==> config.mk <==
export PLATFORM = sky130hd
export DESIGN_NAME = line_rasterizer
export DESIGN_NICKNAME = d
export VERILOG_FILES = /design/src/rtl/line_rasterizer.sv
export SDC_FILE = /design/constraint.sdc
export NUM_CORES = 1
export LEC_CHECK = 0
export ABC_AREA = 1
export CELL_PAD_IN_SITES_DETAIL_PLACEMENT = 1
export CELL_PAD_IN_SITES_GLOBAL_PLACEMENT = 1
export CORE_MARGIN = 1.5
export CORE_UTILIZATION = 30
export DETAILED_ROUTE_END_ITERATION = 8
export PLACE_DENSITY = 0.64
export RECOVER_POWER = 50
export SYNTH_ARGS = -nofsm -noshare
export SYNTH_HDL_FRONTEND = slang
export SYNTH_SLANG_ARGS = --single-unit
==> constraint.sdc <==
create_clock -name clk -period 4.1 [get_ports clk]
set_clock_uncertainty 0.1 [all_clocks]
set_input_delay 1.23 -clock clk [delete_from_list [all_inputs] [get_ports clk]]
set_output_delay 1.23 -clock clk [all_outputs]
set_load 0.02 [all_outputs]
==> src/rtl/line_rasterizer.sv <==
// line_rasterizer
//   Bresenham line generator. A line request (x0,y0)->(x1,y1) is captured on
//   start, then every pixel of the line is emitted in order on a valid/ready
//   pixel stream, followed by a one-cycle done pulse.
//
// Ports
//   clk, reset          clock, synchronous active-high reset
//   start               draw request, only looked at in IDLE
//   x0, y0, x1, y1      line endpoints
//   color_in            colour for every pixel of the line
//   x, y, color         current pixel
//   pixel_valid         x/y/color hold a pixel to write
//   pixel_ready         consumer accepts the pixel
//   busy                line in progress (INIT, DRAW, FINISH)
//   done                one-cycle pulse after the last pixel
//   dbg_state_o         current FSM state (IDLE=0, INIT=1, DRAW=2, FINISH=3)
//
// Handshake: a pixel transfers on a rising edge where pixel_valid and
// pixel_ready are both high. Once pixel_valid is raised, x/y/color stay
// stable and pixel_valid stays high until that transfer happens.
//
// Optional build macro LINE_RASTERIZER_CLIP_EN: pixels outside
// SCREEN_W x SCREEN_H are not presented (pixel_valid low) and are stepped
// over at one per cycle without waiting for pixel_ready.
module line_rasterizer #(
  parameter int XW       = 10,
  parameter int YW       = 9,
  parameter int COLOR_W  = 1,
  parameter int SCREEN_W = 640,
  parameter int SCREEN_H = 480
) (
  input  logic               clk,
  input  logic               reset,
  input  logic               start,
  input  logic [XW-1:0]      x0,
  input  logic [XW-1:0]      x1,
  input  logic [YW-1:0]      y0,
  input  logic [YW-1:0]      y1,
  input  logic [COLOR_W-1:0] color_in,
  output logic [XW-1:0]      x,
  output logic [YW-1:0]      y,
  output logic [COLOR_W-1:0] color,
  output logic               pixel_valid,
  input  logic               pixel_ready,
  output logic               busy,
  output logic               done,
  output logic [1:0]         dbg_state_o
);

  localparam int CW = ((XW > YW) ? XW : YW) + 2;
  localparam logic signed [CW-1:0] ONE     = CW'(1);
  localparam logic signed [CW-1:0] NEG_ONE = -CW'(1);

  typedef enum logic [1:0] {
    S_IDLE   = 2'd0,
    S_INIT   = 2'd1,
    S_DRAW   = 2'd2,
    S_FINISH = 2'd3
  } state_t;

  state_t               state_q, state_d;
  logic [XW-1:0]        x_q, x_d, x1_q, x1_d;
  logic [YW-1:0]        y_q, y_d, y1_q, y1_d;
  logic [COLOR_W-1:0]   color_q, color_d;
  logic signed [CW-1:0] dx_q, dx_d, dy_q, dy_d;
  logic signed [CW-1:0] sx_q, sx_d, sy_q, sy_d;
  logic signed [CW-1:0] err_q, err_d, err_x;
  logic signed [CW:0]   e2, dx_e, dy_e;
  logic [XW-1:0]        adx;
  logic [YW-1:0]        ady;
  logic                 vis, advance, at_end;

`ifdef LINE_RASTERIZER_CLIP_EN
  localparam logic [XW:0] SCR_W = (XW+1)'(SCREEN_W);
  localparam logic [YW:0] SCR_H = (YW+1)'(SCREEN_H);
  assign vis = ({1'b0, x_q} < SCR_W) && ({1'b0, y_q} < SCR_H);
`else
  // Screen bounds only matter when clipping is compiled in.
  logic scr_unused;
  assign scr_unused = ^{SCREEN_W, SCREEN_H};
  assign vis = 1'b1;
`endif

  always_ff @(posedge clk) begin
    if (reset) begin
      state_q <= S_IDLE;
      x_q     <= '0;
      y_q     <= '0;
      x1_q    <= '0;
      y1_q    <= '0;
      color_q <= '0;
      dx_q    <= '0;
      dy_q    <= '0;
      sx_q    <= '0;
      sy_q    <= '0;
      err_q   <= '0;
    end else begin
      state_q <= state_d;
      x_q     <= x_d;
      y_q     <= y_d;
      x1_q    <= x1_d;
      y1_q    <= y1_d;
      color_q <= color_d;
      dx_q    <= dx_d;
      dy_q    <= dy_d;
      sx_q    <= sx_d;
      sy_q    <= sy_d;
      err_q   <= err_d;
    end
  end

  always_comb begin
    state_d = state_q;
    x_d     = x_q;
    y_d     = y_q;
    x1_d    = x1_q;
    y1_d    = y1_q;
    color_d = color_q;
    dx_d    = dx_q;
    dy_d    = dy_q;
    sx_d    = sx_q;
    sy_d    = sy_q;
    err_d   = err_q;

    // In INIT, x_q/y_q still hold the start point x0/y0.
    adx    = (x1_q >= x_q) ? (x1_q - x_q) : (x_q - x1_q);
    ady    = (y1_q >= y_q) ? (y1_q - y_q) : (y_q - y1_q);
    at_end = (x_q == x1_q) && (y_q == y1_q);
    // Clipped pixels step on without a consumer handshake.
    advance = (state_q == S_DRAW) && (pixel_ready || !vis);

    e2    = {err_q, 1'b0};
    dx_e  = {dx_q[CW-1], dx_q};
    dy_e  = {dy_q[CW-1], dy_q};
    err_x = err_q;

    case (state_q)
      S_IDLE: begin
        if (start) begin
          state_d = S_INIT;
          x_d     = x0;
          y_d     = y0;
          x1_d    = x1;
          y1_d    = y1;
          color_d = color_in;
        end
      end
      S_INIT: begin
        dx_d    = $signed(CW'(adx));
        dy_d    = -$signed(CW'(ady));
        sx_d    = (x1_q >= x_q) ? ONE : NEG_ONE;
        sy_d    = (y1_q >= y_q) ? ONE : NEG_ONE;
        err_d   = $signed(CW'(adx)) - $signed(CW'(ady));
        state_d = S_DRAW;
      end
      S_DRAW: begin
        if (advance) begin
          if (at_end) begin
            state_d = S_FINISH;
          end else begin
            // Both decisions use the error value from before this step.
            if (e2 >= dy_e) begin
              err_x = err_q + dy_q;
              x_d   = x_q + sx_q[XW-1:0];
            end
            err_d = err_x;
            if (e2 <= dx_e) begin
              err_d = err_x + dx_q;
              y_d   = y_q + sy_q[YW-1:0];
            end
          end
        end
      end
      S_FINISH: begin
        state_d = S_IDLE;
      end
      default: begin
        state_d = S_IDLE;
      end
    endcase
  end

  assign x           = x_q;
  assign y           = y_q;
  assign color       = color_q;
  assign pixel_valid = (state_q == S_DRAW) && vis;
  assign busy        = (state_q != S_IDLE);
  assign done        = (state_q == S_FINISH);
  assign dbg_state_o = state_q;

endmodule
# Word-level counts from Yosys, hierarchy flattened
# Index checks and enable logic that the tools add are counted.
[word_totals] reg_bits=94 out_inout_bits=25
[op_classes] addsub=10 n_lt_le_gt_ge=4 eq_ne=11 muxes=26 n_reduce_logical=11
[ops] cell="$mux W12" count=7
[ops] cell="$mux W10" count=6
[ops] cell="$mux W9" count=6
[ops] cell="$pmux W12 S2" count=1
[ops] cell="$pmux W10 S2" count=1
[ops] cell="$sub A10 B10 Y10" count=2
[ops] cell="$pmux W9 S2" count=1
[ops] cell="$sub A9 B9 Y9" count=2
[ops] cell="$ge A13 B12 Y1" count=1
[ops] cell="$le A13 B11 Y1" count=1
[ops] cell="$add A12 B11 Y12" count=1
[ops] cell="$add A12 B12 Y12" count=1
[ops] cell="$neg A9 Y12" count=1
[ops] cell="$sub A10 B9 Y11" count=1
[ops] cell="$add A10 B10 Y10" count=1
[ops] cell="$eq A10 B10 Y1" count=1
[ops] cell="$ge A10 B10 Y1" count=1
[ops] cell="$reduce_and A5 Y1" count=2
[ops] cell="$add A9 B9 Y9" count=1
[ops] cell="$eq A9 B9 Y1" count=1
[ops] cell="$ge A9 B9 Y1" count=1
[ops] cell="$ne A2 B1 Y1 const B" count=4
[ops] cell="$pmux W2 S4" count=1
[ops] cell="$mux W2" count=3
[ops] cell="8 further kinds" count=14

# Logic depth before layout (Yosys ltp)
# Gate-level depths: netlist (run 1).
[depth] depth_word=10 depth_mapped=27 mapped_depth_nobuf=26

# Worst setup path after synthesis (run 1)
# Ideal clock, no wire load.
[synth_timing] path_type="register to register" from="reg x_q[1], in the netlist x[1]" to="reg err_q[9]" setup_time_ps=117 t_arrival_ps=3381 path_slack_ps=502 path_stages_with_launch=23 period_less_slack_ps=3598 cell_sequence="dfxtp_1 -> inv_1 -> fa_1 -> inv_1 -> o21ai_1 -> nand2_1 -> nand3_1 -> nand2_1 -> nand3_1 -> buf_2 -> o21ai_0 -> inv_1 -> ha_1 -> a21o_1 -> nor2_1 -> a21oi_1 -> o21a_1 -> nor2_1 -> nand3_1 -> nand2_1 -> nor2_1 -> nor2_1 -> nor2_1"
[synth_via] elab_chain_cells=4 elab_cells_between_ends=10 classes_between="add/sub (3); order compare (1); eq/ne (2); mux (2); reduce/logical (2)"
[synth_lines] element="from (decl)" line_no="62" text="logic [XW-1:0] x_q, x_d, x1_q, x1_d;"
[synth_lines] element="from (signal assigned)" line_no="87" text="x_q <= '0;"
[synth_lines] element="from (signal assigned)" line_no="99" text="x_q <= x_d;"
[synth_lines] element="$sub A10 B10 Y10 or $ge A10 B10 Y1 (tied branches)" line_no="126" text="adx = (x1_q >= x_q) ? (x1_q - x_q) : (x_q - x1_q);"
[synth_lines] element="$mux W10 *" line_no="126"
[synth_lines] element="net adx[6]" line_no="69" text="logic [XW-1:0] adx;"
[synth_lines] element="$sub A10 B9 Y11 *" line_no="153" text="err_d = $signed(CW'(adx)) - $signed(CW'(ady));"
[synth_lines] element="$pmux W12 S2 *" line_no="137" text="case (state_q)"
[synth_lines] element="to (signal assigned)" line_no="108" text="err_q <= err_d;"
[synth_lines] element="to (decl)" line_no="67" text="logic signed [CW-1:0] err_q, err_d, err_x;"
# The timed path passes the listed nets; every way through them passes the cells marked *.
# A chain may end at the register's enable or synchronous reset.

# Worst setup path after layout (run 1)
[layout_timing] from="reg x1_q[0]" to="reg err_q[9]"
[layout_via] elab_chain_cells=4 elab_cells_between_ends=10 classes_between="add/sub (3); order compare (1); eq/ne (2); mux (2); reduce/logical (2)"
[layout_lines] element="from (decl)" line_no="62"
[layout_lines] element="from (signal assigned)" line_no="89" text="x1_q <= '0;"
[layout_lines] element="from (signal assigned)" line_no="101" text="x1_q <= x1_d;"
[layout_lines] element="$sub A10 B10 Y10 or $ge A10 B10 Y1 (tied branches)" line_no="126"
[layout_lines] element="$mux W10 *" line_no="126"
[layout_lines] element="net adx[5]" line_no="69"
[layout_lines] element="$sub A10 B9 Y11 *" line_no="153"
[layout_lines] element="$pmux W12 S2 *" line_no="137"
# Marked as above.

==> metrics.md, run 1 <==
| Metric | Value |
|---|---|
| Utilization after layout | `36.01%` |
| Reg2reg setup slack | `between 0.3 and 0.4 ns` |
| Root buf cell | `clkbuf_16` |
| DR iter-0 viols | `around 310` |
| Setup repair after global routing missed its margin | `true` |
| Average instance area after synthesis | `6.467 um^2` |
| Hpwl dp | `22450 um` |
| Final Max Slew Viols | `0` |
| Total routing usage reported by global routing | `20.04%` |
| Fraction of final layout cells sized beyond drive strength 1 | `6.701%` |
| Largest net degree at the start of global routing | `39` |
| Starting Density | `30.41%` |
| Main flop type after synthesis | `dfxtp_1` |
| Hold crit path type | `flip-flop to flip-flop` |
| Routed vias | `~8300` |
| Number of max-cap violations | `0` |
| Drt via density | `4.947` |
| CTS clock-pin slew for the worst setup and hold paths | `roughly 0.070 ns` |
| Crit path DAT | `3.89 ns` |
| WL/cell | `between 15 and 20 um` |
| Multi-input combinational cell area | `roughly 5700 um^2` |
| Count of flip-flops with a built-in enable after synthesis | `0` |
| Detail Route Antenna Nets | `0` |
| Reg area | `1565 um^2` |
| Count of nets after finishing | `1501` |
| Synthesized instance count | `1264` |
| Boundary pin count | `68` |
| Shortest period the worst path allows | `3.742 ns` |
| Count of input and output buffers | `67` |
| Layout overhead on the synthesized area | `18.40%` |
| Number of CTS-inserted buffers | `9` |
| Setup-violating endpoint count in the final report | `0` |
| Required time of the critical path | `4.25 ns` |
| Status | `complete, no violations` |
| Critical Path Sink | `err_q[9]` |
| Count of inserted antenna diode cells | `0` |
| Net Count, Synth | `1427` |
| Detailed-router iteration count before antenna repair | `4` |
| Die width | `168.1 um` |
| Number of hold buffers added after cts | `0` |
| Standard cell core area | `about 27000 um^2` |
| Gp weighted congestion | `0.8485` |
| Period utilisation layout | `91.27%` |
| Beginning of the worst register-to-register path | `x1_q[0]` |
| H-tree levels | `3` |
| Deepest clock path buffer count | `2` |
| Vias in the first global route | `8562` |
| Wire length of the first global-routing pass | `44740 um` |
| Worst setup SP type | `flip-flop` |
| Peak fanout along the critical path | `17` |
| Depth of the worst register-to-register path | `26` |
| Peak clock frequency supported by timing | `between 0.2 and 0.3 GHz` |
| Share of synthesized area occupied by flip-flops and latches | `19.10%` |
| Number of endpoints with negative hold slack in the final report | `0` |
| Start point of the critical path | `x1_q[0]` |
| CTS tree | `yes` |
| Total number of clock tree sinks | `78` |
| FFs w/ async S/R, synth | `0%` |
| Count of unique library cells instantiated by Yosys | `between 40 and 50` |
| Clock latency on the worst-skew pair | `0.36 ns` |
| Number of antenna violations at the first check in global routing | `0` |
| Critical path endpoint category | `flip-flop` |
| DIE AREA | `28250 um^2` |
| Filler cell count in the final layout | `3491` |
| Drt total wl | `approximately 27000 um` |
| Hold Path Origin | `y1_q[2]` |
| Total grt overflow | `0` |
| Chip Height | `168.1 um` |
| Transition at the pin with the smallest max-transition slack | `1.228 ns` |
| Endpoint of the worst register-to-register path | `err_q[9]` |
| Slew margin rel. | `between 15 and 20%` |
| Count of synthesis-stage warnings from yosys | `0` |
| Post-synthesis sequential element count | `78` |
| Post-synth design cell area | `8174 um^2` |
| # DRC | `0` |
| Type of the setup path with the least slack | `flip-flop to flip-flop` |
| Number of rows created at floorplan | `60` |
stage by stage:
step | setup TNS [ns] | hold slack (ns) | worst slack (ns) | instance area, um^2 | std cells
floorplan | 0 | 0.3453 | 0.5022 | 8174 | 1264
global placement | 0 | 0.3634 | 0.2622 | 9321 | 1665
detailed placement | 0 | 0.3764 | 0.2297 | 9321 | 1665
CTS | 0 | 0.3873 | 0.1712 | 9625 | 1681
global route | -0.02433 | 0.4151 | -0.01957 | 9678 | 1684
finish | 0 | 0.3822 | 0.3579 | 9678 | 1684
what timing repair did:
action,CTS,global route
buffers inserted,0,3
setup endpoints to repair,0,7
resized for setup,0,21
hold endpoints to repair,0,0
Yosys cell counts, types with 2 or more instances:
master    instances  area (um^2)
buf_1             2        7.510
o21ai_0          91        455.4
a21boi_0          2        15.01
clkbuf_1         22        82.58
nand2_1         292         1096
o21ai_2           2        17.52
nor2_1           79        296.5
o21ai_1          10        50.05
a211oi_1          8        60.06
inv_1           199        747.0
nand3b_1          4        30.03
xor2_1           29        254.0
a21o_1            7        52.55
dfxtp_1          78         1562
buf_4             2        15.01
o311ai_0          2        17.52
buf_2             7        35.03
ha_1            111         1389
nand2_4           2        22.52
o22ai_1           3        18.77
o211ai_1         14        105.1
nand2_2          11        68.82
nor2_4            3        33.78
a31oi_1           7        43.79
o21a_1            4        30.03
nor2_2            3        18.77
nand4_1          16        100.1
o21bai_1          6        45.04
fa_1              9        180.2
a21oi_1         136        680.7
nor3_1            5        25.02
xnor2_1          20        175.2
inv_2             2        7.510
nand3_1          63        315.3
or2_2             4        25.02
worst max-delay path, stage by stage (launching register included):
cell     delay, ns
dfxtp_1       0.31
inv_1         0.07
ha_1          0.16
inv_1         0.08
fa_1          0.40
inv_1         0.07
o21ai_1       0.09
nand2_1       0.07
nand3_1       0.10
nand2_1       0.09
nand3_1       0.06
buf_4         0.19
o21ai_0       0.20
xor2_1        0.22
inv_1         0.09
ha_1          0.35
nand2_1       0.11
a21oi_1       0.05
nor2_1        0.12
a21oi_1       0.10
o21a_1        0.17
nor2_1        0.12
nand3_1       0.09
nand2_1       0.07
nor2_1        0.04
nor2_1        0.09
nor2_1        0.05
state kept, by name, summed over array words and instances, names as in the netlist:
name,cells
x1_q,10
dy_q,12
dx_q,10
y1_q,9
y,9
dbg_state_o,2
err_q,12
sy_q,1
sx_q,2
x,10
color,1
layer usage:
metal,up-vias,part of all wire [%],track usage (%)
li1,4280,-,-
met1,3917,48,25.51
met2,110,48,35.38
met3,24,2.6,3.103
met4,0,1.6,4.852
met5,-,0,0
cell type report:
type / instances / share of cell area (%)
repair buffers: 98 / 9.192
flip-flops and latches: 78 / 16.17
well taps: 341 / 4.409
clock buffers: 9 / 2.327
clock inverters: 7 / 0.8145
multi-input cells: 949 / 59.21
inverters: 202 / 7.873
how the worst min path moves through the flow:
| stage | to | slack, ns | depth (start not counted) |
|---|---|---|---|
| 2_1_floorplan | dy_q[11] | 0.35 | 2 |
| 3_3_place_gp | x1_q[0] | 0.36 | 2 |
| 3_5_place_dp | y1_q[7] | 0.38 | 2 |
| 4_1_cts | y1_q[7] | 0.39 | 2 |
| 5_1_grt | y1_q[7] | 0.42 | 2 |
| 6_report | y1_q[2] | 0.38 | 2 |
cell usage in the layout (no fill, tap or decap), drive strengths merged:
cell           netlist  final
clkbuf              23     13
dfxtp               78     78
xor2                29     29
o221ai               1      1
nor3                 5      5
ha                 111    111
a211oi               8      8
nand3               64     64
clkdlybuf4s50        0     66
o22ai                3      3
a21boi               2      2
mux2i                1      1
nor4                 1      1
nand2              305    305
a31oi                7      7
bufinv               0      1
o21bai               6      6
or2                  4      4
a21o                 7      7
nor2                85     85
nand3b               4      4
buf                 12     27
dlygate4sd3          0      1
o311ai               2      2
clkinv               1      4
inv                201    203
xnor2               20     20
a21oi              137    137
clkinvlp             0      1
nand4               17     17
o21a                 4      4
fa                   9      9
o21ai              103    103
o211ai              14     14
cells by family after synthesis:
family | after synthesis | synth area share, %
xor+xnor | 49 | 5.250
buf+inv | 237 | 11.24
fa+ha+maj | 120 | 19.19
flops | 78 | 19.10
compound gates | 294 | 19.68
simple gates | 485 | 25.41
mux | 1 | 0.1225
Power of run 1 is not shown: default switching activity piles up to over one toggle a cycle in this logic, so the estimate is an artifact.
==> inputs of run 2 (changes only) <==
Settings changed: CORE_UTILIZATION 30 to 43, PLACE_DENSITY 0.64 to unset, PLACE_DENSITY_LB_ADDON set to 0.1.
==> metrics.md, run 2 (synthesized netlist as in run 1, its figures left out) <==
| Metric | Value |
|---|---|
| Status | `finished with violations (was complete, no violations)` |
| Global routing usage on met3 | `2.514% (was 3.103%)` |
| Die width | `140.9 um (was 168.1 um)` |
| Slew margin rel. | `-2.158% (was 18.12%)` |
| Detail Route Antenna Nets | `0 (unchanged)` |
| # DRC | `0 (unchanged)` |
| CTS tree | `yes (unchanged)` |
| Vias in the first global route | `8630 (was 8562)` |
| Count of inserted antenna diode cells | `0 (unchanged)` |
| Busiest metal layer after global routing | `met2 (unchanged)` |
| CTS clock-pin slew for the worst setup and hold paths | `0.06 ns (was 0.07 ns)` |
| Cell count after placement | `1552 (was 1665)` |
| Boundary pin count | `68 (unchanged)` |
| Required time of the critical path | `4.25 ns (about the same)` |
| Root buf cell | `clkbuf_16 (unchanged)` |
| Filler cell count in the final layout | `2553 (was 3491)` |
| M2 GR Usage | `50.01% (was 35.38%)` |
| Worst Setup Slack, final | `0.2838 ns (was 0.3579 ns)` |
| Number of endpoints with negative hold slack in the final report | `0 (unchanged)` |
| Worst setup SP type | `flip-flop (unchanged)` |
| Total number of clock tree sinks | `78 (unchanged)` |
| Peak clock frequency supported by timing | `0.2620 GHz (was 0.2672 GHz)` |
| Total routing usage reported by global routing | `27.90% (was 20.04%)` |
| Starting Density | `43.85% (was 30.41%)` |
| Minimum setup slack after placement | `0.1776 ns (was 0.2297 ns)` |
| Setup-violating endpoint count in the final report | `0 (unchanged)` |
| Peak fanout along the critical path | `10 (was 17)` |
| Number of hold buffers added after cts | `0 (unchanged)` |
| Routed vias | `8339 (was 8331)` |
| Period utilisation layout | `93.08% (was 91.27%)` |
| Fraction of final layout cells sized beyond drive strength 1 | `5.255% (was 6.701%)` |
| Drt total wl | `27060 um (was 27340 um)` |
| Setup repair after global routing missed its margin | `true (unchanged)` |
| H-tree levels | `3 (unchanged)` |
| WL/cell | `17.28 um (was 16.24 um)` |
| Number of rows created at floorplan | `50 (was 60)` |
| Hpwl dp | `22190 um (was 22450 um)` |
| Post-route non-filler standard cell count | `1566 (was 1684)` |
| Routing usage on met1 | `34.55% (was 25.51%)` |
| Wire length of the first global-routing pass | `43680 um (was 44740 um)` |
| Total Negative Setup Slacks | `0 ns (unchanged)` |
| Violated checks | `max-capacitance violations, max-slew violations` |
| Number of CTS-inserted buffers | `9 (unchanged)` |
| Hold_ws | `0.3807 ns (was 0.3822 ns)` |
| Number of max-cap violations | `1 (was 0)` |
| Critical path endpoint category | `flip-flop (unchanged)` |
| Hold crit path type | `flip-flop to flip-flop (unchanged)` |
| Registers with the most flip-flops | `dy_q (12), err_q (12) (unchanged)` |
| Chip Height | `140.9 um (was 168.1 um)` |
| Crit path DAT | `3.96 ns (was 3.89 ns)` |
| Standard cell core area | `18640 um^2 (was 26880 um^2)` |
| Detailed-router iteration count before antenna repair | `4 (unchanged)` |
| Shortest period the worst path allows | `3.816 ns (was 3.742 ns)` |
| Total grt overflow | `0 (unchanged)` |
| Largest net degree at the start of global routing | `36 (was 39)` |
| Number of antenna violations at the first check in global routing | `0 (unchanged)` |
| Most used cells in the layout excluding fill and tap cells | `nand2_1, inv_1, a21oi_1 (unchanged)` |
| Clock latency on the worst-skew pair | `0.35 ns (was 0.36 ns)` |
| DIE AREA | `19850 um^2 (was 28250 um^2)` |
| Deepest clock path buffer count | `2 (unchanged)` |
| Most common cell after layout, fill and taps aside | `nand2_1 (unchanged)` |
| Count of input and output buffers | `67 (unchanged)` |
| Gp weighted congestion | `0.9131 (was 0.8485)` |
| Layout overhead on the synthesized area | `15.12% (was 18.40%)` |
| Count of nets after finishing | `1492 (was 1501)` |
| DR iter-0 viols | `256 (was 311)` |
| Transition at the pin with the smallest max-transition slack | `1.532 ns (was 1.228 ns)` |
| Final Max Slew Viols | `27 (was 0)` |
| Drt via density | `5.325 (was 4.947)` |
| Type of the setup path with the least slack | `flip-flop to flip-flop (unchanged)` |
[run 2: per-layer routing]
layer | up-vias | share of wire [%]
met3 | 42 | 2.5
met2 | 129 | 49
met1 | 3924 | 46
met4 | 0 | 2.8
li1 | 4244 | -
met5 | - | 0
[run 2: stage by stage]
step                      utilization, %  instance area (um^2)
final                              50.48                  9410
after global routing               50.48                  9410
after CTS                          50.42                  9399
after detailed placement           49.04                  9143
after global placement             49.04                  9143
after floorplan                        -                  8174
[run 2: cell type report]
class | count | area (um^2) | share of cell area (%)
Tap cell | 234 | 292.8 | 3.111
Inverter | 202 | 758.2 | 8.057
Clock inverter | 2 | 10.01 | 0.1064
Timing Repair Buffer | 89 | 824.5 | 8.762
Multi-Input combinational cell | 949 | 5714 | 60.72
Clock buffer | 12 | 246.5 | 2.619
Sequential cell | 78 | 1564 | 16.62
[run 2: path summary, 6_finish.rpt]
check | slack (ns) | startpoint | depth (start not counted) | to
worst max-delay path | 0.28 | x[4] | 25 | err_q[9]
worst min-delay path | 0.38 | x1_q[6] | 2 | x1_q[6]
worst max register to register | 0.28 | x[4] | 25 | err_q[9]
worst min register to register | 0.38 | x1_q[6] | 2 | x1_q[6]
[run 2: timing repair]
item	4_1_cts	5_1_grt
resized for setup	0	10
setup endpoints to repair	0	6
buffers inserted	0	0
[run 2: worst max-delay path, cell delays in order, from the launching register on]
cell     delay (ns)
dfxtp_1        0.39
inv_1          0.09
ha_1           0.43
nand2_1        0.11
nor2_1         0.17
nand2_1        0.08
nand3_1        0.10
nand2_1        0.07
nand3_2        0.12
buf_4          0.18
nand2_1        0.06
o21ai_1        0.09
xor2_1         0.19
inv_1          0.07
ha_1           0.34
nand2_1        0.12
a21oi_1        0.05
nor2_1         0.19
a21oi_2        0.10
o21a_1         0.18
nor2_1         0.12
nand3_1        0.09
nand2_1        0.06
nor2_1         0.05
nor2_1         0.09
nor2_1         0.05
Power of run 2 is left out for the same reason.
==> inputs of run 3 (changes only) <==
Settings changed: GPL_ROUTABILITY_DRIVEN set to 0, SLEW_MARGIN set to 20.
==> metrics.md, run 3 (synthesized netlist as in run 1, its figures left out) <==
| Metric | Value |
|---|---|
| Status | `finished with violations (unchanged)` |
| Violated checks | `max-capacitance violations, max-slew violations (unchanged)` |
| Drt total wl | `27190 um (was 27060 um)` |
| Period utilisation layout | `91.74% (was 93.08%)` |
| Hold path endpoint | `dy_q[11] (was x1_q[6])` |
| Final design area excluding fillers | `9467 um^2 (was 9410 um^2)` |
| Layout overhead on the synthesized area | `15.81% (was 15.12%)` |
| Starting Density | `43.85% (unchanged)` |
| Most common cell after layout, fill and taps aside | `nand2_1 (unchanged)` |
| Depth of the worst register-to-register path | `23 (was 25)` |
| Slew margin rel. | `-5.784% (was -2.158%)` |
| Vias in the first global route | `8921 (was 8630)` |
| Detail Route Antenna Nets | `0 (unchanged)` |
| # DRC | `0 (unchanged)` |
| Setup-violating endpoint count in the final report | `0 (unchanged)` |
| Most frequent cell on the critical path | `nor2_1` |
| DR iter-0 viols | `252 (was 256)` |
| Drt via density | `5.377 (was 5.325)` |
| Number of CTS-inserted buffers | `9 (unchanged)` |
| Root buf cell | `clkbuf_16 (unchanged)` |
| Chip Height | `140.9 um (unchanged)` |
| Worst path slowest cell | `fa_1 (was ha_1)` |
| Total routing usage reported by global routing | `28.67% (was 27.90%)` |
| Registers with the most flip-flops | `dy_q (12), err_q (12) (unchanged)` |
| Number of hold buffers added after cts | `0 (unchanged)` |
| Placement Cell Area | `9135 um^2 (was 9143 um^2)` |
| Final Max Slew Viols | `27 (unchanged)` |
| Hpwl dp | `22290 um (was 22190 um)` |
| Worst Setup Slack, final | `0.3388 ns (was 0.2838 ns)` |
| Number of endpoints with negative hold slack in the final report | `0 (unchanged)` |
| Setup repair after global routing missed its margin | `true (unchanged)` |
| Filler cell count in the final layout | `2528 (was 2553)` |
| Crit path DAT | `3.90 ns (was 3.96 ns)` |
| Boundary pin count | `68 (unchanged)` |
| Standard cell core area | `18640 um^2 (unchanged)` |
| Number of setup buffers added after CTS | `0 (unchanged)` |
| Wire length of the first global-routing pass | `44970 um (was 43680 um)` |
| Largest net degree at the start of global routing | `36 (unchanged)` |
| Count of inserted antenna diode cells | `0 (unchanged)` |
| Hold Path Origin | `dy_q[11] (was x1_q[6])` |
| Die width | `140.9 um (unchanged)` |
| Reg2reg setup slack | `0.34 ns (was 0.28 ns)` |
| Count of input and output buffers | `67 (unchanged)` |
| Clock latency on the worst-skew pair | `0.35 ns (about the same)` |
| Total grt overflow | `0 (unchanged)` |
| Critical path endpoint category | `flip-flop (unchanged)` |
| Transition at the pin with the smallest max-transition slack | `1.587 ns (was 1.532 ns)` |
| Endpoint of the worst register-to-register path | `err_q[9] (unchanged)` |
| Routed vias | `8425 (was 8339)` |
| Number of rows created at floorplan | `50 (unchanged)` |
| WL/cell | `17.35 um (was 17.28 um)` |
| Hold crit path type | `flip-flop to flip-flop (unchanged)` |
| Total number of clock tree sinks | `78 (unchanged)` |
| Fraction of final layout cells sized beyond drive strength 1 | `5.551% (was 5.255%)` |
| Minimum setup slack after placement | `-0.001144 ns (was 0.1776 ns)` |
| Deepest clock path buffer count | `2 (unchanged)` |
| CTS tree | `yes (unchanged)` |
| Post-route non-filler standard cell count | `1567 (was 1566)` |
| Detailed-router iteration count before antenna repair | `4 (unchanged)` |
| Beginning of the worst register-to-register path | `x1_q[0] (was x[4])` |
| Type of the setup path with the least slack | `flip-flop to flip-flop (unchanged)` |
| CP Buf/Inv Count | `4 (was 3)` |
| Cell type group with the largest total delay on the critical path | `simple AND/OR/NAND/NOR gates (unchanged)` |
| Peak clock frequency supported by timing | `0.2659 GHz (was 0.2620 GHz)` |
| Worst setup SP type | `flip-flop (unchanged)` |
| Crit path cell chain | `inv_1 -> ha_1 -> inv_1 -> fa_1 -> inv_1 -> o21ai_1 -> nand2_1 -> nand3_1 -> nand2_1 -> nand3_4 -> o21ai_0 -> inv_1 -> ha_1 -> a21o_1 -> nor2_1 -> a21oi_1 -> o21a_1 -> nor2_1 -> nand3_1 -> nand2_1 -> nor2_1 -> nor2_1 -> nor2_1` |
| Most used cells in the layout excluding fill and tap cells | `nand2_1, inv_1, a21oi_1 (unchanged)` |
| Shortest period the worst path allows | `3.761 ns (was 3.816 ns)` |
| Delay of the slowest cell on the worst path | `0.40 ns (was 0.43 ns)` |
| Hold-critical path depth | `2 (unchanged)` |
| H-tree levels | `3 (unchanged)` |
| Number of max-cap violations | `1 (unchanged)` |
| Required time of the critical path | `4.24 ns (was 4.25 ns)` |
| Cell count after placement | `1551 (was 1552)` |
| CTS clock-pin slew for the worst setup and hold paths | `0.06 ns (about the same)` |
| Peak fanout along the critical path | `17 (was 10)` |
| Number of antenna violations at the first check in global routing | `0 (unchanged)` |
| DIE AREA | `19850 um^2 (unchanged)` |
| Count of nets after finishing | `1491 (was 1492)` |
## run 3: changes by cell type in the layout (fill, tap and decap cells not counted), moves of 2 or more
cell | previous run | this run
a21oi_1 | 134 | 136
a21oi_2 | 3 | 1
clkdlybuf4s50_1 | 51 | 66
dlygate4sd3_1 | 16 | 1
ha_1 | 108 | 106
ha_2 | 3 | 5
o21ai_0 | 91 | 89
o21ai_2 | 2 | 4
## run 3: worst min-delay path, stage by stage, from the launching register on
cell and delay [ns]:
dfxtp_1 0.31, nand2_1 0.06, a21oi_1 0.05
## run 3: routing by layer
metal  part of all wire (%)  up-vias  track usage, %
met1                     45     3964           35.39
met2                     48      152           50.38
met4                    3.5        0           12.23
met5                      0        -               0
met3                    2.7       60           3.397
li1                       -     4249               -
## run 3: layout make-up
type / instances / area, um^2 / area share, %
inverter: 202 / 758.2 / 8.010
timing repair buffer: 88 / 820.8 / 8.670
sequential: 78 / 1563 / 16.51
clock buffer: 13 / 260.3 / 2.749
clock inverter: 3 / 42.54 / 0.4494
multi-input combinational: 949 / 5729 / 60.52
tap: 234 / 292.8 / 3.093
## run 3: repair_timing
| item | CTS | global route |
|---|---|---|
| gates resized for setup | 1 | 13 |
| gates cloned | 0 | 0 |
| pin swaps | 0 | 1 |
| setup endpoints to repair | 1 | 7 |
## run 3: worst max-delay path by stage
| stage | end | slack [ns] | cells past startpoint | startpoint |
|---|---|---|---|---|
| floorplan | err_q[9] | 0.50 | 22 | x[1] |
| global placement | err_q[9] | 0.16 | 24 | x[0] |
| detailed placement | err_q[9] | -0.001 | 24 | x[0] |
| CTS | err_q[9] | 0.17 | 24 | x[0] |
| global route | err_q[9] | -0.06 | 23 | x1_q[0] |
| finish | err_q[9] | 0.34 | 23 | x1_q[0] |
## run 3: through the flow
stage               util [%]  hold slack (ns)  setup TNS, ns
floorplan                  -           0.3453              0
finish                 50.78           0.3663              0
detailed placement     49.00           0.3581      -0.001144
CTS                    50.65           0.3671              0
global route           50.78           0.4112       -0.06820
global placement       49.00           0.3573              0
Power of run 3 is left out for the same reason.
